`src/rtl/rr_index_arbiter_16_if.sv`:
```
// Request/grant bundle for rr_index_arbiter_16.
//   req       : per-source request levels (16)
//   done      : completion pulse from the current owner
//   idx       : registered winner index, drives the downstream 4-to-16 decoder
//   idx_valid : idx holds a live grant; qualifies the decoder output
//   timeout   : one-cycle pulse when the watchdog revokes a grant
//   busy      : arbiter is in its grant state (same as idx_valid)
// master = the request side (sources), slave = the arbiter.
interface rr_index_arbiter_16_if;
  logic [15:0] req;
  logic        done;
  logic [3:0]  idx;
  logic        idx_valid;
  logic        timeout;
  logic        busy;

  modport master (
    output req, done,
    input  idx, idx_valid, timeout, busy
  );

  modport slave (
    input  req, done,
    output idx, idx_valid, timeout, busy
  );
endinterface

```
`src/rtl/rr_index_arbiter_16.sv`:
```
// Round-robin arbiter over 16 requesters with a registered 4-bit winner index.
// A grant is held until the owner pulses done, drops its request, or the
// watchdog expires after TIMEOUT cycles (TIMEOUT=0 disables the watchdog).
// After every release the priority pointer moves to the source after the owner,
// and the arbiter spends at least one cycle idle before the next grant.
// Ports:
//   clk : rising-edge clock
//   rst : asynchronous active-high reset
//   bus : slave side of rr_index_arbiter_16_if (req/done in; idx/idx_valid/timeout/busy out)
module rr_index_arbiter_16 #(
  parameter int unsigned TIMEOUT = 16
) (
  input logic                  clk,
  input logic                  rst,
  rr_index_arbiter_16_if.slave bus
);

  typedef enum logic [0:0] {StIdle, StGrant} state_e;

  // Last cycle index of a grant; only meaningful when the watchdog is enabled.
  localparam logic [7:0] CntLast = (TIMEOUT == 0) ? 8'd0 : 8'(TIMEOUT - 1);
  localparam bit         WdEn    = (TIMEOUT != 0);

  state_e     state_q;
  logic [3:0] ptr_q;
  logic [3:0] idx_q;
  logic [7:0] cnt_q;
  logic       idx_valid_q;
  logic       timeout_q;

  logic [3:0] winner;
  logic [3:0] cand;
  logic       found;
  logic       expire;
  logic       owner_req;

  // Scan ptr, ptr+1, ... (mod 16) and take the first requester.
  always_comb begin
    winner = 4'd0;
    cand   = 4'd0;
    found  = 1'b0;
    for (int i = 0; i < 16; i++) begin
      cand = ptr_q + 4'(i);
      if (!found && bus.req[cand]) begin
        winner = cand;
        found  = 1'b1;
      end
    end
  end

  always_comb begin
    owner_req = bus.req[idx_q];
    expire    = WdEn && (cnt_q == CntLast);
  end

  always_ff @(posedge clk or posedge rst) begin
    if (rst) begin
      state_q     <= StIdle;
      ptr_q       <= 4'd0;
      idx_q       <= 4'd0;
      cnt_q       <= 8'd0;
      idx_valid_q <= 1'b0;
      timeout_q   <= 1'b0;
    end else begin
      timeout_q <= 1'b0;
      case (state_q)
        StIdle: begin
          if (found) begin
            idx_q       <= winner;
            idx_valid_q <= 1'b1;
            cnt_q       <= 8'd0;
            state_q     <= StGrant;
          end
        end
        StGrant: begin
          if (bus.done || !owner_req || expire) begin
            idx_valid_q <= 1'b0;
            state_q     <= StIdle;
            ptr_q       <= idx_q + 4'd1;
            // done and abandon both outrank the watchdog.
            timeout_q   <= !bus.done && owner_req;
          end else begin
            cnt_q <= cnt_q + 8'd1;
          end
        end
        default: begin
          state_q     <= StIdle;
          idx_valid_q <= 1'b0;
        end
      endcase
    end
  end

  assign bus.idx       = idx_q;
  assign bus.idx_valid = idx_valid_q;
  assign bus.timeout   = timeout_q;
  assign bus.busy      = idx_valid_q;

endmodule
```
`src/flat_wrapper.sv`:
```
// flat-port wrapper written by rule: the top's interface ports become plain ports
module rr_index_arbiter_16_flat 
#(
  parameter int unsigned TIMEOUT = 16
)
  (clk, rst, bus_req, bus_done, bus_idx, bus_idx_valid, bus_timeout, bus_busy);
  rr_index_arbiter_16_if bus_i ();
  input logic clk;
  input logic rst;
  input wire logic [$bits(bus_i.req)-1:0] bus_req;
  input wire logic [$bits(bus_i.done)-1:0] bus_done;
  output wire logic [$bits(bus_i.idx)-1:0] bus_idx;
  output wire logic [$bits(bus_i.idx_valid)-1:0] bus_idx_valid;
  output wire logic [$bits(bus_i.timeout)-1:0] bus_timeout;
  output wire logic [$bits(bus_i.busy)-1:0] bus_busy;
  assign bus_i.req = bus_req;
  assign bus_i.done = bus_done;
  assign bus_idx = bus_i.idx;
  assign bus_idx_valid = bus_i.idx_valid;
  assign bus_timeout = bus_i.timeout;
  assign bus_busy = bus_i.busy;
  rr_index_arbiter_16 #(.TIMEOUT(TIMEOUT)) u_core (.clk(clk), .rst(rst), .bus(bus_i));
endmodule
```
`config.mk`:
```
export PLATFORM = sky130hd
export DESIGN_NAME = rr_index_arbiter_16_flat
export DESIGN_NICKNAME = d
export VERILOG_FILES = /design/src/rtl/rr_index_arbiter_16_if.sv /design/src/rtl/rr_index_arbiter_16.sv /design/src/flat_wrapper.sv
export SDC_FILE = /design/constraint.sdc
export NUM_CORES = 1
export LEC_CHECK = 0
export BUFFER_PORTS_ARGS = -buffer_cell sky130_fd_sc_hd__buf_2
export CAP_MARGIN = 20
export CORE_MARGIN = 4
export CORE_UTILIZATION = 40
export CTS_BUF_LIST = sky130_fd_sc_hd__clkbuf_2 sky130_fd_sc_hd__clkbuf_4 sky130_fd_sc_hd__clkbuf_8
export CTS_CLUSTER_DIAMETER = 80
export CTS_CLUSTER_SIZE = 25
export DETAILED_ROUTE_END_ITERATION = 6
export PLACE_DENSITY = 0.59
export SKIP_CTS_REPAIR_TIMING = 1
export SYNTH_ARGS = -nofsm -noshare
export SYNTH_HDL_FRONTEND = slang
export SYNTH_SLANG_ARGS = --single-unit
```
`constraint.sdc`:
```
create_clock -name clk -period 9.8 [get_ports clk]
set_input_delay 1.47 -clock clk [delete_from_list [all_inputs] [get_ports clk]]
set_output_delay 1.47 -clock clk [all_outputs]
set_load 0.02 [all_outputs]
```
* Word-level counts from Yosys, hierarchy flattened
Index checks and enable logic that the tools add are counted.
** Word-level totals
- Logic and storage cells :: 161
- Output and inout port bits :: 7
- Bits in registers :: 19
- Input bits :: 19
** Operators by class
- Equal/unequal tests :: 4
- $add $sub $neg :: 17
- Magnitude comparators :: 17
- Reduce and logical (&&, ||, !) cells :: 39
- Muxes and demuxes :: 77
- Bitwise operators :: 1
** Operators with widths (number)
- 4-bit by 5-bit < comparator with 1-bit output (second input constant) :: 17
- 1-bit binary-select mux with 4-bit select :: 17
- 4-bit two-way mux :: 16
- 1-bit two-way mux :: 39
- 4-bit adder (second input constant) :: 8
- 1-bit logical NOT :: 17
- 4-bit by 3-bit adder with 4-bit output (second input constant) :: 4
- 1-bit logical AND :: 16
- 8-bit two-way mux :: 2
- 8-bit one-hot mux with 2 select lines :: 1
- 4-bit by 1-bit adder with 4-bit output (second input constant) :: 2
- 4-bit by 2-bit adder with 4-bit output (second input constant) :: 2
- 8-bit by 1-bit adder with 8-bit output (second input constant) :: 1
- 8-bit by 4-bit equality test with 1-bit output (second input constant) :: 1
- 2-bit AND reduction :: 4
- 2-bit != test (second input constant) :: 2
- 1-bit one-hot mux with 2 select lines :: 2
- 1-bit logical OR :: 2
- 2-bit by 1-bit != test with 1-bit output (second input constant) :: 1
- 1-bit NOT :: 1

* Longest topological paths before layout
Gate-level depths: netlist (run 1).
- Word-level depth :: 50
- Depth in mapped cells :: 16
- Gate-level depth less buffers :: 11

* Worst setup path before layout (run 1)
OpenSTA, ideal clock, no wires.
- Path type :: reg2reg
- Start point :: reg u_core.ptr_q[1]
- End point :: reg u_core.idx_q[1] (netlist: u_core.bus.idx[1])
- Path slack :: 5594 ps
- Period minus slack after synthesis :: 4206 ps
- Arrival time :: 4073 ps
- Stages on the path, launching flop included :: 16
- Required time :: 9667 ps
- Buffers on the path :: 4
- Library setup time :: 133 ps
- Cell sequence :: dfrtp_1 > buf_6 > clkbuf_1 > inv_1 > ha_1 > buf_2 > buf_2 > mux4_2 > mux2_2 > mux2_2 > or3_4 > nor4_4 > a31oi_1 > and3_1 > a21oi_2 > o31ai_2
** Between the ends
- Longest elaborated chain between the ends :: 49
- Elaborated cells between the ends (all ways) :: 110
- Classes of those cells :: add/sub: 15; mux: 64; reduce/logical: 31
** Ends and longest elaborated chain
- start: declaration :: line rr_index_arbiter_16.sv:25 : logic [3:0] ptr_q;
- start signal: assignment :: line rr_index_arbiter_16.sv:79 : ptr_q <= idx_q + 4'd1;
- parallel branches: the longest is 49 deep, another holds 4-bit by 1-bit adder with 4-bit output
- end signal: assignment :: line rr_index_arbiter_16.sv:69 : idx_q <= winner;
- end: declaration :: line rr_index_arbiter_16.sv:26 : logic [3:0] idx_q;
Several ways; the timed one is not identified. The select of a mux whose other input is x is not followed.
A chain may end at the register's enable or synchronous reset.

* Final worst setup path (run 1)
- Start point :: reg u_core.ptr_q[0]
- End point :: reg u_core.idx_q[1] (netlist: u_core.bus.idx[1])
The elaborated chain is that of the path after synthesis.

==> results of run 1 <==
layout by cell type (no fill, tap or decap), drive strengths merged, types with 3 or more instances in the layout:
cell type / count
xnor2: 13
nand3: 11
o31ai: 3
nor3: 4
nand2: 36
mux2i: 16
nor2: 28
a21oi: 23
o211ai: 4
o22ai: 5
o21ai: 22
inv: 18
a22oi: 3
mux4: 31
xor2: 7
and2: 3
and3: 7
nor4: 6
mux2: 19
a211oi: 4
clkbuf: 3
ha: 9
a31oi: 6
buf: 30
or3: 5
dfrtp: 19
nand2b: 6
layer usage:
layer | share of wire (%) | vias up | routed length (um) | global-route usage, %
met5 | 0 | - | 0 | 0
met4 | 2.0 | 0 | 193 | 4.64
met3 | 8.7 | 19 | 821 | 2.81
met2 | 46 | 165 | 4370 | 31.5
met1 | 43 | 1502 | 4030 | 27.9
li1 | - | 1391 | - | -
critical path: stages (launching register included):
cell and delay (ps):
sky130_fd_sc_hd__dfrtp_1 330, sky130_fd_sc_hd__buf_4 380, sky130_fd_sc_hd__inv_1 140, sky130_fd_sc_hd__ha_1 820, sky130_fd_sc_hd__mux4_2 680, sky130_fd_sc_hd__mux2_2 340
sky130_fd_sc_hd__mux2_2 350, sky130_fd_sc_hd__nor2_1 230, sky130_fd_sc_hd__nand3_1 190, sky130_fd_sc_hd__or4_4 500, sky130_fd_sc_hd__a211oi_2 220, sky130_fd_sc_hd__a2111oi_1 90
sky130_fd_sc_hd__o31ai_2 260
worst max path at each step:
stage | end | slack (ps) | depth (start not counted)
finish | u_core.bus.idx[1]$_DFFE_PP0P_ | 5170 | 12
global route | u_core.bus.idx[2]$_DFFE_PP0P_ | 4840 | 12
CTS | u_core.bus.idx[1]$_DFFE_PP0P_ | 5190 | 12
detailed placement | u_core.bus.idx[1]$_DFFE_PP0P_ | 5240 | 12
global placement | u_core.bus.idx[1]$_DFFE_PP0P_ | 5190 | 11
floorplan | u_core.bus.idx[1]$_DFFE_PP0P_ | 5590 | 15
cell families (layout without fill, tap and decap cells):
family | after synthesis | after routing
and+or+nand+nor | 113 | 113
AOI/OAI and AO/OA | 90 | 90
adders and majority gates | 9 | 9
DFF | 19 | 19
buffers and inverters | 34 | 52
xor gates and xnor gates | 20 | 20
muxes | 66 | 66
through the flow:
stage / hold slack, ps / worst slack, ps / instance area, um2 / utilization [%] / cells
2_1_floorplan: 468 / 5590 / 3170 / - / 351
3_3_place_gp: 488 / 5190 / 3360 / 43.5 / 466
3_5_place_dp: 499 / 5240 / 3360 / 43.5 / 466
4_1_cts: 513 / 5190 / 3410 / 44.2 / 470
5_1_grt: 531 / 4840 / 3420 / 44.3 / 471
6_report: 511 / 5170 / 3420 / 44.3 / 471
area by class of cell:
| class | count | share of cell area (%) |
|---|---|---|
| repair buffers | 30 | 4.75 |
| clock inverters | 1 | 0.219 |
| flip-flops and latches | 19 | 13.9 |
| inverters | 18 | 1.98 |
| well taps | 102 | 3.73 |
| clock buffers | 3 | 1.21 |
| multi-input cells | 298 | 74.2 |
flip-flops by register name (all words and copies together) (netlist names):
name / cells
u_core.bus.idx: 4
u_core.ptr_q: 4
u_core.cnt_q: 8
u_core.state_q: 1
u_core.bus.busy: 1
u_core.bus.timeout: 1
==> out/summary.md, run 1 <==
- **Final Max Slew Viols** 0
- **WHS Endpoint** u_core.cnt_q[0]$_DFFE_PP0P_
- **weighted congestion reported at the end of routability-driven placement** 1.00
- **post-synth top area share** 20.6%
- **cell types with the largest area share after synthesis** sky130_fd_sc_hd__mux4_2, sky130_fd_sc_hd__dfrtp_1, sky130_fd_sc_hd__mux2i_1
- **number of enable flip-flop cells after synthesis** 0
- **via-per-instance ratio** 6.53
- **vertical extent of the die** 97.0 um
- **share of final-layout standard cells stronger than drive strength 1** 24.9%
- **die footprint** 9400 um2
- **number of nets produced by synthesis** 379
- **Unique masters post-synth** 61
- **Hold Crit Start** u_core.cnt_q[0]$_DFFE_PP0P_
- **synthesized-area fraction occupied by and/or/nand/nor cells** 17.8%
- **required time at the endpoint of the critical path** 9970 ps
- **share of flip-flops with an asynchronous set or reset after synthesis** 100%
- **Synth Area in Compound Gates** 18.7%
- **peak fanout along the critical path** 28
- **Worst R2R Setup Slack** 5170 ps
- **library cell with the highest instance count after synthesis** sky130_fd_sc_hd__nand2_1
- **run status** complete, no violations
- **portion of the post-synthesis area used by sequential elements** 15.0%
- **Final Net Count** 398
- **cell area after synthesis** 3170 um2
- **Syn Area/Cell** 9.02 um2
- **maximum number of pins on one net before global-route repair** 29
- **total routed wirelength** 9420 um
- **layout overhead on the synthesized area** 8.02%
- **commonest register cell after synthesis** sky130_fd_sc_hd__dfrtp_1
- **end of the worst register-to-register path** u_core.bus.idx[1]$_DFFE_PP0P_
- **remaining global-route overflow** 0
- **clock transition at the registers of the reported paths** 80 ps
- **fmax** 216 MHz
- **number of antenna diodes** 0
- **Tightest Pin Transition** 895 ps
- **sequential cell area** 475 um2
- **global-route usage over all layers** 19.6%
- **Worst Setup Start Kind** flip-flop
- **worst reg2reg startpoint** u_core.ptr_q[0]$_DFFE_PP0P_
- **yosys synthesis warning count** 0
- **effective utilization at floorplan** 41.0%
- **worst-case clock skew** 4.35 ps
- **cell chosen for the clock root** sky130_fd_sc_hd__clkbuf_8
- **vias in the first global route** 2806
- **standard-cell row count** 32
- **HPWL after detailed placement** 7110 um
- **number of max-cap violations** 0
- **number of cells produced by synthesis** 351
- **Crit. End Element** flip-flop
- **Antenna Violating Nets Remaining** 0
- **Worst Reg2Reg Path Length in Cells** 12
- **first-pass GRT wire length** 15300 um
- **cell type contributing the most total cell area after synthesis** sky130_fd_sc_hd__mux4_2
- **Critical Path Source** u_core.ptr_q[0]$_DFFE_PP0P_
- **number of DRC violations after detailed-routing iteration 0** 284
- **setup violation total in the final timing report** 0
- **cts bufs inserted** 3
- **port buffer count** 25
- **count of clock tree sinks** 19
- **Crit Path Class** reg -> reg
- **vias after detailed routing** 3077
- **wire length per cell after detailed routing** 20.0 um
- **Top Ports** 26
- **post-route setup TNS** 0 ps
- **layout filler cell count** 755
- **setup repair after global routing missed its margin** no
- **horizontal die dimension** 97.0 um
- **worst-case clock buffer depth** 2
- **ratio of final minimum period to clock period** 47.3%
- **post-synthesis adder-cell area fraction** 3.56%
- **Post-route DRC** 0
- **worst hold-check path type** reg -> reg
- **hold violation count in the final report** 0
- **tightest slew margin relative to the limit** 40.3%
- **total area of multi-input combinational cells** 2540 um2
- **number of synthesized register bits** 19
- **H-tree depth** 1
- **Crit path arrival time** 4800 ps
- **number of instances on the worst hold path** 1
- **crit path time final** 4630 ps
- **initial antenna violation count** 0
- **xor/xnor share of the synthesized area** 5.53%
- **CTS tree** done
- **Placeable Area** 7730 um2
- **multiplexer share of the synthesized area** 34.6%
- **router iterations before antenna repair** 5
- **largest family of logic cells by synthesized area** multiplexers
- **most frequent cells after synthesis** sky130_fd_sc_hd__nand2_1, sky130_fd_sc_hd__mux4_2, sky130_fd_sc_hd__nor2_1
- **clock latency on the worst-skew pair** 260 ps
Power of run 1 is not shown: default switching activity piles up to over one toggle a cycle in this logic, so the estimate is an artifact.
==> run 2, diff against run 1 <==
==> constraint.sdc (replaced) <==
create_clock -name clk -period 4.55 [get_ports clk]
set_input_delay 0.6825 -clock clk [delete_from_list [all_inputs] [get_ports clk]]
set_output_delay 0.6825 -clock clk [all_outputs]
set_load 0.02 [all_outputs]
==> run 2 against run 1 <==
Net effect: flip-flop and latch count unchanged; count of clock-buffer cells in the layout unchanged; critical path depth down 1; utilization up 0.49 points; final cell count up 1.1%; largest cell class unchanged; register-to-register slack worse by 4600 ps; critical path type unchanged.
==> out/summary.md, run 2 (synthesis gave the netlist of run 1 again) <==
- **run status** complete, no violations
- **CTS tree** done
- **Critical Path Source** u_core.ptr_q[1]$_DFFE_PP0P_
- **Antenna Violating Nets Remaining** 0
- **effective utilization at floorplan** 41.0%
- **required time at the endpoint of the critical path** 4720 ps
- **Worst R2R Setup Slack** 550 ps
- **share of final-layout standard cells stronger than drive strength 1** 25.9%
- **Worst Reg2Reg Path Length in Cells** 11
- **remaining global-route overflow** 0
- **Placeable Area** 7730 um2
- **cell chosen for the clock root** sky130_fd_sc_hd__clkbuf_8
- **Crit Path Class** reg -> reg
- **setup repair after global routing missed its margin** no
- **initial antenna violation count** 0
- **Post-route DRC** 0
- **H-tree depth** 1
- **end of the worst register-to-register path** u_core.bus.idx[1]$_DFFE_PP0P_
- **Final Net Count** 403
- **first-pass GRT wire length** 15600 um
- **worst hold-check path type** reg -> reg
- **vias after detailed routing** 3088
- **vias in the first global route** 2894
- **weighted congestion reported at the end of routability-driven placement** 1.03
- **count of clock tree sinks** 19
- **worst-case clock skew** 9.50 ps
- **worst-case clock buffer depth** 2
- **port buffer count** 25
- **last element of the critical path** u_core.bus.idx[1]$_DFFE_PP0P_
- **HPWL after detailed placement** 7450 um
- **Top Ports** 26
- **most frequent cells in the layout** sky130_fd_sc_hd__nand2_1, sky130_fd_sc_hd__mux4_2, sky130_fd_sc_hd__nor2_1
- **Crit. End Element** flip-flop
- **fmax** 250 MHz
- **vertical extent of the die** 97.0 um
- **maximum number of pins on one net before global-route repair** 26
- **Crit path arrival time** 4170 ps
- **top register by number of flip-flops** u_core.cnt_q
- **post-route setup TNS** 0 ps
- **peak fanout along the critical path** 9
- **Worst Setup Start Kind** flip-flop
- **cts bufs inserted** 3
- **global-route usage over all layers** 20.6%
- **standard-cell row count** 32
- **total routed wire length on the met1 layer** 4180 um
- **number of antenna diodes** 0
- **routed wire length on met2** 4450 um
- **layout overhead on the synthesized area** 9.21%
- **wire length per cell after detailed routing** 20.6 um
- **ratio of final minimum period to clock period** 88.0%
- **hold violation count in the final report** 0
- **tightest slew margin relative to the limit** 52.2%
- **die footprint** 9400 um2
- **number of DRC violations after detailed-routing iteration 0** 286
- **Tightest Pin Transition** 716 ps
- **clock transition at the registers of the reported paths** 80 ps
- **highest routed layer** met4
- **number of flip-flops in the largest register** 8
- **setup violation total in the final timing report** 0
- **router iterations before antenna repair** 5
- **number of max-cap violations** 0
- **crit path time final** 4000 ps
- **via-per-instance ratio** 6.49
- **clock latency on the worst-skew pair** 270 ps
- **total routed wirelength** 9790 um
- **worst reg2reg startpoint** u_core.ptr_q[1]$_DFFE_PP0P_
- **horizontal die dimension** 97.0 um
- **most common cell after layout, fill and taps aside** sky130_fd_sc_hd__nand2_1
- **amount of wire on met3 after detailed routing** 774 um
- **Final Max Slew Viols** 0
-- run 2: worst min path at each step --
| stage | depth (start not counted) | slack [ps] | from | to |
|---|---|---|---|---|
| floorplan | 1 | 470 | u_core.cnt_q[0]$_DFFE_PP0P_ | u_core.cnt_q[0]$_DFFE_PP0P_ |
| finish | 1 | 500 | u_core.cnt_q[0]$_DFFE_PP0P_ | u_core.cnt_q[0]$_DFFE_PP0P_ |
| global route | 1 | 550 | u_core.cnt_q[0]$_DFFE_PP0P_ | u_core.cnt_q[0]$_DFFE_PP0P_ |
| CTS | 1 | 510 | u_core.cnt_q[0]$_DFFE_PP0P_ | u_core.cnt_q[0]$_DFFE_PP0P_ |
| global placement | 1 | 490 | u_core.cnt_q[0]$_DFFE_PP0P_ | u_core.cnt_q[0]$_DFFE_PP0P_ |
| detailed placement | 1 | 490 | u_core.cnt_q[0]$_DFFE_PP0P_ | u_core.cnt_q[0]$_DFFE_PP0P_ |
-- run 2: critical path: stages, from the launching register on --
cell and delay, ps:
sky130_fd_sc_hd__dfrtp_1 350, sky130_fd_sc_hd__inv_1 150, sky130_fd_sc_hd__ha_1 590, sky130_fd_sc_hd__mux4_2 660
sky130_fd_sc_hd__mux2_2 340, sky130_fd_sc_hd__mux2_2 340, sky130_fd_sc_hd__nor2_1 230, sky130_fd_sc_hd__nand3_1 200
sky130_fd_sc_hd__or4_4 500, sky130_fd_sc_hd__a211oi_2 220, sky130_fd_sc_hd__a2111oi_1 90, sky130_fd_sc_hd__o31ai_2 240
-- run 2: metrics by stage --
step / instance area [um2] / hold slack [ps] / std cells / setup slack [ps] / utilization [%]
2_1_floorplan: 3170 / 468 / 351 / 344 / -
3_3_place_gp: 3410 / 492 / 472 / 682 / 44.1
3_5_place_dp: 3410 / 493 / 472 / 630 / 44.1
4_1_cts: 3460 / 506 / 476 / 566 / 44.8
5_1_grt: 3460 / 550 / 476 / 230 / 44.8
6_report: 3460 / 499 / 476 / 545 / 44.8
-- run 2: cell type report --
cell class,count,area [um2]
inverter,18,67.6
fill,728,4270
multi-input combinational,298,2540
clock buffer,3,41.3
timing repair buffer,35,200
sequential,19,475
tap,102,128
clock inverter,1,7.51
-- run 2: metal layers --
layer	global-route usage [%]	vias up
li1	-	1403
met1	29.0	1491
met2	31.3	163
met3	3.53	31
met4	8.21	0
met5	0	-
Power of run 2 is left out for the same reason.
